File: config.mk
export PLATFORM = sky130hd
export DESIGN_NAME = regfile_wb_scheduler_flat
export DESIGN_NICKNAME = d
export VERILOG_FILES = /design/src/rtl/regfile_wb_if.sv /design/src/rtl/regfile_wb_scheduler.sv /design/src/flat_wrapper.sv
export SDC_FILE = /design/constraint.sdc
export NUM_CORES = 1
export LEC_CHECK = 0
export CAP_MARGIN = 15
export CORE_UTILIZATION = 28
export CTS_CLUSTER_DIAMETER = 80
export DETAILED_ROUTE_END_ITERATION = 6
export PLACE_DENSITY = 0.53
export RECOVER_POWER = 50
export SYNTH_ARGS = -nofsm -noshare
export SYNTH_HDL_FRONTEND = slang
export SYNTH_SLANG_ARGS = --single-unit
export TNS_END_PERCENT = 10
File: constraint.sdc
create_clock -name clk -period 3.7 [get_ports clk]
set_input_delay 0.74 -clock clk [delete_from_list [all_inputs] [get_ports clk]]
set_output_delay 0.74 -clock clk [all_outputs]
set_load 0.1 [all_outputs]
File: src/rtl/regfile_wb_if.sv
// Bundles the write-back scheduler's bus signals.
//   issue_*  : long-latency issue marking a destination as pending
//   alu_*    : single-cycle ALU result request
//   lsu_*    : long-latency (LSU/MDU) result request
//   rs1/rs2  : operand indices under decode, with their busy flags
//   rf_*     : registered register-file write port
// The slave modport is the scheduler; the master modport is the pipeline side.
interface regfile_wb_if #(
   parameter int XLEN = 32
);
   logic            issue_valid;
   logic [4:0]      issue_rd;
   logic            issue_ready;
   logic            alu_valid;
   logic [4:0]      alu_rd;
   logic [XLEN-1:0] alu_data;
   logic            alu_ready;
   logic            lsu_valid;
   logic [4:0]      lsu_rd;
   logic [XLEN-1:0] lsu_data;
   logic            lsu_ready;
   logic [4:0]      rs1;
   logic [4:0]      rs2;
   logic            rs1_busy;
   logic            rs2_busy;
   logic            rf_we;
   logic [4:0]      rf_waddr;
   logic [XLEN-1:0] rf_wdata;

   modport slave (
      input  issue_valid, issue_rd, alu_valid, alu_rd, alu_data,
             lsu_valid, lsu_rd, lsu_data, rs1, rs2,
      output issue_ready, alu_ready, lsu_ready, rs1_busy, rs2_busy,
             rf_we, rf_waddr, rf_wdata
   );

   modport master (
      output issue_valid, issue_rd, alu_valid, alu_rd, alu_data,
             lsu_valid, lsu_rd, lsu_data, rs1, rs2,
      input  issue_ready, alu_ready, lsu_ready, rs1_busy, rs2_busy,
             rf_we, rf_waddr, rf_wdata
   );
endinterface

File: src/rtl/regfile_wb_scheduler.sv
// Write-back scheduler: shares the single register-file write port between
// the ALU and the long-latency LSU/MDU path. Tracks pending long-latency
// destinations, reports operand busy flags, and holds ALU writes behind a
// pending destination so writes to one register land in program order.
// Ports:
//   clk   : clock, rising edge
//   reset : synchronous, active-high
//   wb    : regfile_wb_if.slave (issue/alu/lsu requests, busy flags, rf write)
module regfile_wb_scheduler #(
   parameter int NUM_REGS     = 32,
   parameter int XLEN         = 32,
   parameter int STARVE_LIMIT = 4
) (
   input logic         clk,
   input logic         reset,
   regfile_wb_if.slave wb
);
   localparam int            SW         = $clog2(STARVE_LIMIT + 1);
   localparam logic [SW-1:0] STARVE_MAX = SW'(STARVE_LIMIT);

   logic [NUM_REGS-1:0] pending_reg, pending_next;
   logic [NUM_REGS-1:0] clr_vec, set_vec;
   logic [SW-1:0]       starve_reg, starve_next;
   logic                we_reg, we_next;
   logic [4:0]          waddr_reg, waddr_next;
   logic [XLEN-1:0]     wdata_reg, wdata_next;

   // Pending view widened to the full 5-bit index space; indices beyond
   // NUM_REGS read as never pending.
   logic [31:0]         pending_ext;

   logic issue_ready_c, issue_fire;
   logic alu_elig, alu_win, lsu_win;

   function automatic logic writable(input logic [4:0] rd);
      return (rd != 5'd0) && (32'(rd) < 32'(NUM_REGS));
   endfunction

   genvar gi;
   for (gi = 0; gi < 32; gi++) begin : g_ext
      if (gi < NUM_REGS) begin : g_live
         assign pending_ext[gi] = pending_reg[gi];
      end else begin : g_dead
         assign pending_ext[gi] = 1'b0;
      end
   end

   for (gi = 0; gi < NUM_REGS; gi++) begin : g_pend
      assign clr_vec[gi] = lsu_win && (wb.lsu_rd == 5'(gi));
      if (gi == 0) begin : g_zero
         assign set_vec[gi] = 1'b0;
      end else begin : g_mark
         assign set_vec[gi] = issue_fire && (wb.issue_rd == 5'(gi));
      end
   end

   // A clear from an LSU grant is only visible next cycle, so an issue to
   // the same register sees it still pending and is refused this cycle.
   assign issue_ready_c = !pending_ext[wb.issue_rd];
   assign issue_fire    = wb.issue_valid && issue_ready_c;

   // ALU stalls behind a pending destination to keep WAW order.
   assign alu_elig = wb.alu_valid && !(pending_ext[wb.alu_rd] && (wb.alu_rd != 5'd0));
   assign alu_win  = alu_elig && (!wb.lsu_valid || (starve_reg == STARVE_MAX));
   assign lsu_win  = wb.lsu_valid && !alu_win;

   // New marks are ORed in after clears so an issue always leaves its
   // destination pending.
   assign pending_next = (pending_reg & ~clr_vec) | set_vec;

   always_comb begin
      starve_next = '0;
      if (alu_elig && !alu_win) begin
         starve_next = (starve_reg == STARVE_MAX) ? starve_reg : starve_reg + 1'b1;
      end
   end

   always_comb begin
      we_next    = 1'b0;
      waddr_next = waddr_reg;
      wdata_next = wdata_reg;
      if (alu_win) begin
         we_next    = writable(wb.alu_rd);
         waddr_next = wb.alu_rd;
         wdata_next = wb.alu_data;
      end else if (lsu_win) begin
         we_next    = writable(wb.lsu_rd);
         waddr_next = wb.lsu_rd;
         wdata_next = wb.lsu_data;
      end
   end

   always_ff @(posedge clk) begin
      if (reset) begin
         pending_reg <= '0;
         starve_reg  <= '0;
         we_reg      <= 1'b0;
         waddr_reg   <= '0;
         wdata_reg   <= '0;
      end else begin
         pending_reg <= pending_next;
         starve_reg  <= starve_next;
         we_reg      <= we_next;
         waddr_reg   <= waddr_next;
         wdata_reg   <= wdata_next;
      end
   end

   assign wb.issue_ready = issue_ready_c;
   assign wb.alu_ready   = alu_win;
   assign wb.lsu_ready   = lsu_win;
   assign wb.rf_we       = we_reg;
   assign wb.rf_waddr    = waddr_reg;
   assign wb.rf_wdata    = wdata_reg;

   // Busy also covers the cycle where the write is still in the output register.
   assign wb.rs1_busy = (wb.rs1 != 5'd0) &&
                        (pending_ext[wb.rs1] || (we_reg && (waddr_reg == wb.rs1)));
   assign wb.rs2_busy = (wb.rs2 != 5'd0) &&
                        (pending_ext[wb.rs2] || (we_reg && (waddr_reg == wb.rs2)));
endmodule

File: src/flat_wrapper.sv
// flat-port wrapper written by rule: the top's interface ports become plain ports
module regfile_wb_scheduler_flat 
#(
   parameter int NUM_REGS     = 32,
   parameter int XLEN         = 32,
   parameter int STARVE_LIMIT = 4
)
  (clk, reset, wb_issue_valid, wb_issue_rd, wb_alu_valid, wb_alu_rd, wb_alu_data, wb_lsu_valid, wb_lsu_rd, wb_lsu_data, wb_rs1, wb_rs2, wb_issue_ready, wb_alu_ready, wb_lsu_ready, wb_rs1_busy, wb_rs2_busy, wb_rf_we, wb_rf_waddr, wb_rf_wdata);
  regfile_wb_if #(.XLEN(XLEN)) wb_i ();
  input logic clk;
  input logic reset;
  input wire logic [$bits(wb_i.issue_valid)-1:0] wb_issue_valid;
  input wire logic [$bits(wb_i.issue_rd)-1:0] wb_issue_rd;
  input wire logic [$bits(wb_i.alu_valid)-1:0] wb_alu_valid;
  input wire logic [$bits(wb_i.alu_rd)-1:0] wb_alu_rd;
  input wire logic [$bits(wb_i.alu_data)-1:0] wb_alu_data;
  input wire logic [$bits(wb_i.lsu_valid)-1:0] wb_lsu_valid;
  input wire logic [$bits(wb_i.lsu_rd)-1:0] wb_lsu_rd;
  input wire logic [$bits(wb_i.lsu_data)-1:0] wb_lsu_data;
  input wire logic [$bits(wb_i.rs1)-1:0] wb_rs1;
  input wire logic [$bits(wb_i.rs2)-1:0] wb_rs2;
  output wire logic [$bits(wb_i.issue_ready)-1:0] wb_issue_ready;
  output wire logic [$bits(wb_i.alu_ready)-1:0] wb_alu_ready;
  output wire logic [$bits(wb_i.lsu_ready)-1:0] wb_lsu_ready;
  output wire logic [$bits(wb_i.rs1_busy)-1:0] wb_rs1_busy;
  output wire logic [$bits(wb_i.rs2_busy)-1:0] wb_rs2_busy;
  output wire logic [$bits(wb_i.rf_we)-1:0] wb_rf_we;
  output wire logic [$bits(wb_i.rf_waddr)-1:0] wb_rf_waddr;
  output wire logic [$bits(wb_i.rf_wdata)-1:0] wb_rf_wdata;
  assign wb_i.issue_valid = wb_issue_valid;
  assign wb_i.issue_rd = wb_issue_rd;
  assign wb_i.alu_valid = wb_alu_valid;
  assign wb_i.alu_rd = wb_alu_rd;
  assign wb_i.alu_data = wb_alu_data;
  assign wb_i.lsu_valid = wb_lsu_valid;
  assign wb_i.lsu_rd = wb_lsu_rd;
  assign wb_i.lsu_data = wb_lsu_data;
  assign wb_i.rs1 = wb_rs1;
  assign wb_i.rs2 = wb_rs2;
  assign wb_issue_ready = wb_i.issue_ready;
  assign wb_alu_ready = wb_i.alu_ready;
  assign wb_lsu_ready = wb_i.lsu_ready;
  assign wb_rs1_busy = wb_i.rs1_busy;
  assign wb_rs2_busy = wb_i.rs2_busy;
  assign wb_rf_we = wb_i.rf_we;
  assign wb_rf_waddr = wb_i.rf_waddr;
  assign wb_rf_wdata = wb_i.rf_wdata;
  regfile_wb_scheduler #(.NUM_REGS(NUM_REGS), .XLEN(XLEN), .STARVE_LIMIT(STARVE_LIMIT)) u_core (.clk(clk), .reset(reset), .wb(wb_i));
endmodule
* After elaboration in Yosys (flattened, before gate mapping)
Index checks and enable logic that the tools add are counted.
** Word-level totals
- Register bits :: 73
- Output and inout port bits :: 43
** Operators by class
- Bitwise gates (word level) :: 4
- Reductions and logical operators :: 87
- Eq/ne operators :: 65
- Add/sub/neg operators :: 1
- Multiplexer cells :: 14
- $lt $le $gt $ge :: 4
** Operators by type and width (number)
- equality test 5 bit (second input constant) :: 32
- equality test 5 x 4 -> 1 bit (second input constant) :: 16
- logical AND 1 bit :: 73
- 2-to-1 mux 32 bit :: 2
- equality test 5 x 3 -> 1 bit (second input constant) :: 8
- AND 32 bit :: 1
- inverter 32 bit :: 1
- OR 32 bit :: 1
- less-than comparator 5 x 6 -> 1 bit (second input constant) :: 4
- binary-select mux 1 bit (select 5 bit) :: 4
- equality test 5 x 2 -> 1 bit (second input constant) :: 4
- nonzero test 5 bit :: 4
- equality test 5 x 1 -> 1 bit (second input constant) :: 2
- equality test 5 bit :: 2
- 2-to-1 mux 5 bit :: 2
- 2-to-1 mux 1 bit :: 6
- zero test 5 bit :: 1
- zero test 1 bit :: 4
- adder 3 x 1 -> 3 bit (second input constant) :: 1
- equality test 3 bit (second input constant) :: 1
- logical OR 1 bit :: 3
- nonzero test 2 bit :: 1
- OR reduction 2 bit :: 1
- inverter 1 bit :: 1

* Depth between registers and ports, before layout
Gate-level depths: netlist of run 1.
- Word-level depth :: 12
- Depth in mapped cells :: 10
- Depth with buffers taken out :: 8

* Worst setup path after synthesis of run 1
Ideal clock, no wire load.
- Path type :: input-to-output
- Start point :: input port wb_rs1[0]
- End point :: output port wb_rs1_busy
- Path slack :: -1.107 ns
- Data arrival time :: 4.067 ns
- Data required time :: 2.960 ns
- Stages :: 6
- Cell sequence :: clkbuf_1 > xnor2_1 > nand2_1 > nor4_1 > a21oi_1 > o31ai_1
** Between the ends
- Cells in the longest elaborated chain, start to end :: 4
- Elaborated cells between the ends (all ways) :: 7
** Ends and longest elaborated chain
- start, declared :: line flat_wrapper.sv:20 : input wire logic [$bits(wb_i.rs1)-1:0] wb_rs1;
- binary-select mux 1 bit (select 5 bit) or equality test 5 bit (tied branches) :: line regfile_wb_scheduler.sv:118 : (pending_ext[wb.rs1] || (we_reg && (waddr_reg == wb.rs1)));
- 2-to-1 mux 1 bit (not written as such) or logical AND 1 bit (tied branches) :: line regfile_wb_scheduler.sv:118
- logical OR 1 bit :: line regfile_wb_scheduler.sv:118
- logical AND 1 bit (*) :: line regfile_wb_scheduler.sv:117 : assign wb.rs1_busy = (wb.rs1 != 5'd0) &&
- end, declared :: line flat_wrapper.sv:25 : output wire logic [$bits(wb_i.rs1_busy)-1:0] wb_rs1_busy;
Mark *: on every way between the ends. The rest lies on a longest branch, timed or not. The select of a mux whose other input is x is not followed.

* Worst setup path after layout of run 1
Ends and elaborated chain as after synthesis.

==> results of run 1 <==
## where the power goes
group | internal [µW] | switching, µW | total [µW]
registers | 842 | 53.5 | 895
logic | 309 | 546 | 855
clock network | 548 | 367 | 915
total | 1700 | 966 | 2670
## timing repair
| action | CTS | global route |
|---|---|---|
| gates resized for setup | 1 | 7 |
| setup endpoints to repair | 2 | 3 |
| hold endpoints to repair | 0 | 0 |
| gates cloned | 0 | 1 |
| pin swaps | 0 | 2 |
| setup buffers | 0 | 8 |
## through the flow
step	hold WS, ps	setup TNS (ps)
finish	485.7	0
global route	525.7	0
CTS	490.9	-15.53
detailed placement	482.1	-21.08
global placement	441.3	-46.34
floorplan	429.2	-844.5
## metal layers
layer / track usage (%) / part of all wire [%] / vias up / wire [µm]
li1: - / - / 2126 / -
met1: 23.53 / 43 / 2206 / 6730
met2: 32.62 / 50 / 168 / 7852
met3: 3.716 / 5.3 / 15 / 822
met4: 5.882 / 1.4 / 0 / 223
met5: 0 / 0 / - / 0
## placed cells by master (no fill, tap or decap), types with 8 or more instances in the layout
cell	n
a21oi_1	37
a22o_1	17
a31oi_1	15
a32o_1	8
and3_1	8
buf_12	10
buf_4	33
clkbuf_16	10
clkdlybuf4s50_1	90
dfxtp_1	73
dlygate4sd3_1	38
inv_1	15
mux2i_1	43
mux4_2	33
nand2_1	15
nand3_1	9
nor2_1	24
o21ai_0	32
## final timing paths
check / cells past startpoint / slack, ps / start / end
hold reg to reg: 1 / 490 / u_core.starve_reg[0] / u_core.starve_reg[0]
setup / recovery: 7 / 100 / wb_rs1[0] / wb_rs1_busy
hold / removal: 1 / 490 / u_core.starve_reg[0] / u_core.starve_reg[0]
setup reg to reg: 8 / 820 / u_core.pending_ext[17] / u_core.pending_ext[12]
## cells by family (layout without fill, tap and decap cells)
family / after synthesis / count (layout) / synth area share, %
and+or+nand+nor: 102 / 102 / 11.88
DFF: 73 / 73 / 32.04
xor gates and xnor gates: 9 / 9 / 1.728
muxes: 81 / 81 / 26.91
buffers and inverters: 56 / 211 / 4.993
AOI/OAI and AO/OA: 146 / 146 / 21.89
adders and majority gates: 2 / 2 / 0.5486
## layout make-up
class / instances / area [µm²]
fillers: 1562 / 9064
multi-input cells: 340 / 2909
repair buffers: 178 / 1805
flip-flops and latches: 73 / 1461
well taps: 216 / 270.3
clock buffers: 10 / 239.0
clock inverters: 6 / 72.57
inverters: 17 / 63.81
## cell usage after synthesis, drive strengths merged, types with 2 or more instances
| cell type | number | area, µm² |
|---|---|---|
| o21ai | 32 | 160.2 |
| a32o | 8 | 80.08 |
| nand4b | 2 | 17.52 |
| xnor2 | 2 | 17.52 |
| nor4 | 7 | 43.79 |
| dfxtp | 73 | 1461 |
| clkbuf | 24 | 90.09 |
| mux2i | 45 | 450.4 |
| or4 | 2 | 15.01 |
| o211ai | 2 | 15.01 |
| mux4 | 33 | 743.2 |
| mux2 | 3 | 33.78 |
| ha | 2 | 25.02 |
| nand3b | 2 | 15.01 |
| a31oi | 15 | 93.84 |
| a221o | 6 | 60.06 |
| nor3 | 7 | 35.03 |
| nand4 | 3 | 18.77 |
| nor2b | 5 | 31.28 |
| nor3b | 5 | 37.54 |
| nand2 | 15 | 56.30 |
| a2111oi | 2 | 17.52 |
| a41oi | 4 | 35.03 |
| and3 | 8 | 50.05 |
| nand2b | 7 | 43.79 |
| and2 | 2 | 12.51 |
| inv | 17 | 63.81 |
| a21o | 7 | 52.55 |
| nor2 | 24 | 90.09 |
| a22o | 17 | 148.9 |
| o31a | 2 | 17.52 |
| xor2 | 7 | 61.31 |
| nand3 | 9 | 45.04 |
| a21oi | 38 | 190.2 |
| buf | 15 | 73.82 |
==> metrics, run 1 <==
status finished clean; Placed Area 0.006420 mm²; Top FF cell, synth dfxtp_1; maximum buffer depth of the clock tree 2; Port Buf Inserts 136; RSZ-0062 raised after global routing no; Worst-path clk slew 60 ps; post-synthesis area per instance 9.724 µm²; dpl hpwl 11800 µm; TritonCTS clock tree built; number of nets produced by synthesis 565; via count 4515; Least-Margin Pin Slew 1026 ps; Finished Layout Cells 840; DP Cell Count 815; number of antenna violations at the first check in global routing 0; pin count of the biggest net entering global routing 68; highest fanout seen on the critical path 10; register bit total from synthesis 73; number of distinct standard cells referenced by the synthesized netlist 54; combined global-route utilization of all metal layers 18.86%; number of max-slew violations in the final report 0; number of hold violations in the final report 0; Final GP Congestion 0.8751; Crit Path Category in2out; part of the Yosys area used for sequential elements 32.04%; number of antenna-violating nets in the routed design 0; total of warnings raised by yosys 0; first-pass detailed-route iteration total 4; setup skew after layout 8.254 ps; initial core utilization 28.71%; part of the cycle the worst path needs 97.38%; fraction of final layout cells with drive strength greater than 1 17.63%; number of clock sinks 73; vias per cell 5.375; number of rows in the core area 46; number of flops mapped to enable cells by yosys 0; first-pass GRT wire length 24230 µm; Required @ worst endpoint 2960 ps; upper clock frequency limit 277.5 MHz; total wire length after detailed routing 15630 µm; violation count after the first detailed-routing iteration 350; clock period minus final worst setup slack 3603 ps; WP buf/inv 3; post-place setup slack -21.08 ps; Die Span Y 129.6 µm; number of H-tree levels 3; crit-path cells clkdlybuf4s50_1, buf_12, mux4_2, mux4_2, a21oi_1, o31ai_2, buf_12; maximum ir drop on the vdd rail 0.0002029 V; delay of the slowest cell on the worst path 520 ps; CTS Buf Count 9; finished layout cell area 0.006822 mm²; count of mapped cells out of synthesis 469; leakage power of the design 0.002842 µW; Root Buffer clkbuf_16; DRC violations left 0; I/O pin count 137; total overflow reported by the global router 0; Setup crit start kind input port; crit end category output port; min-delay worst type reg2reg; Final Worst Setup Slack 96.96 ps; Area growth, synth to finish 49.57%; worst-case headroom to the max-slew limit 31.36%; total of endpoints with negative setup slack in the final report 0; CTS Hold Bufs 0; top cell family by delay on the critical path multiplexers; fraction of the core area covered by cells at the end of the flow 42.94%; slowest stage cell on the critical path mux4_2; core area 0.01589 mm²; arrival time at the worst endpoint 2860 ps; Die W 129.6 µm; insertion delay of the later-clocked pin in the worst-skew pair 340 ps; number of max-cap violations 0; Overall Power 2665 µW; vias in the first global route 4453; wire per inst 18.60 µm; netlist area before placement 0.004561 mm²; nets@finish 715; async set-reset flop share out of synthesis 0%; Die ar. 0.01680 mm²; Power Density 390.7 mW/mm²; count of inserted antenna diode cells 0
No activity file was read; power rests on OpenSTA's default activity.
==> inputs of run 2 (changes only) <==
--- a/config.mk
+++ b/config.mk
@@ -8,6 +8,7 @@
 export CAP_MARGIN = 15
 export CORE_UTILIZATION = 28
 export CTS_CLUSTER_DIAMETER = 80
+export CTS_CLUSTER_SIZE = 10
 export DETAILED_ROUTE_END_ITERATION = 6
 export PLACE_DENSITY = 0.53
 export RECOVER_POWER = 50
==> results of run 2 <==
Final layout, timing and power as in run 1 (identical DEF).
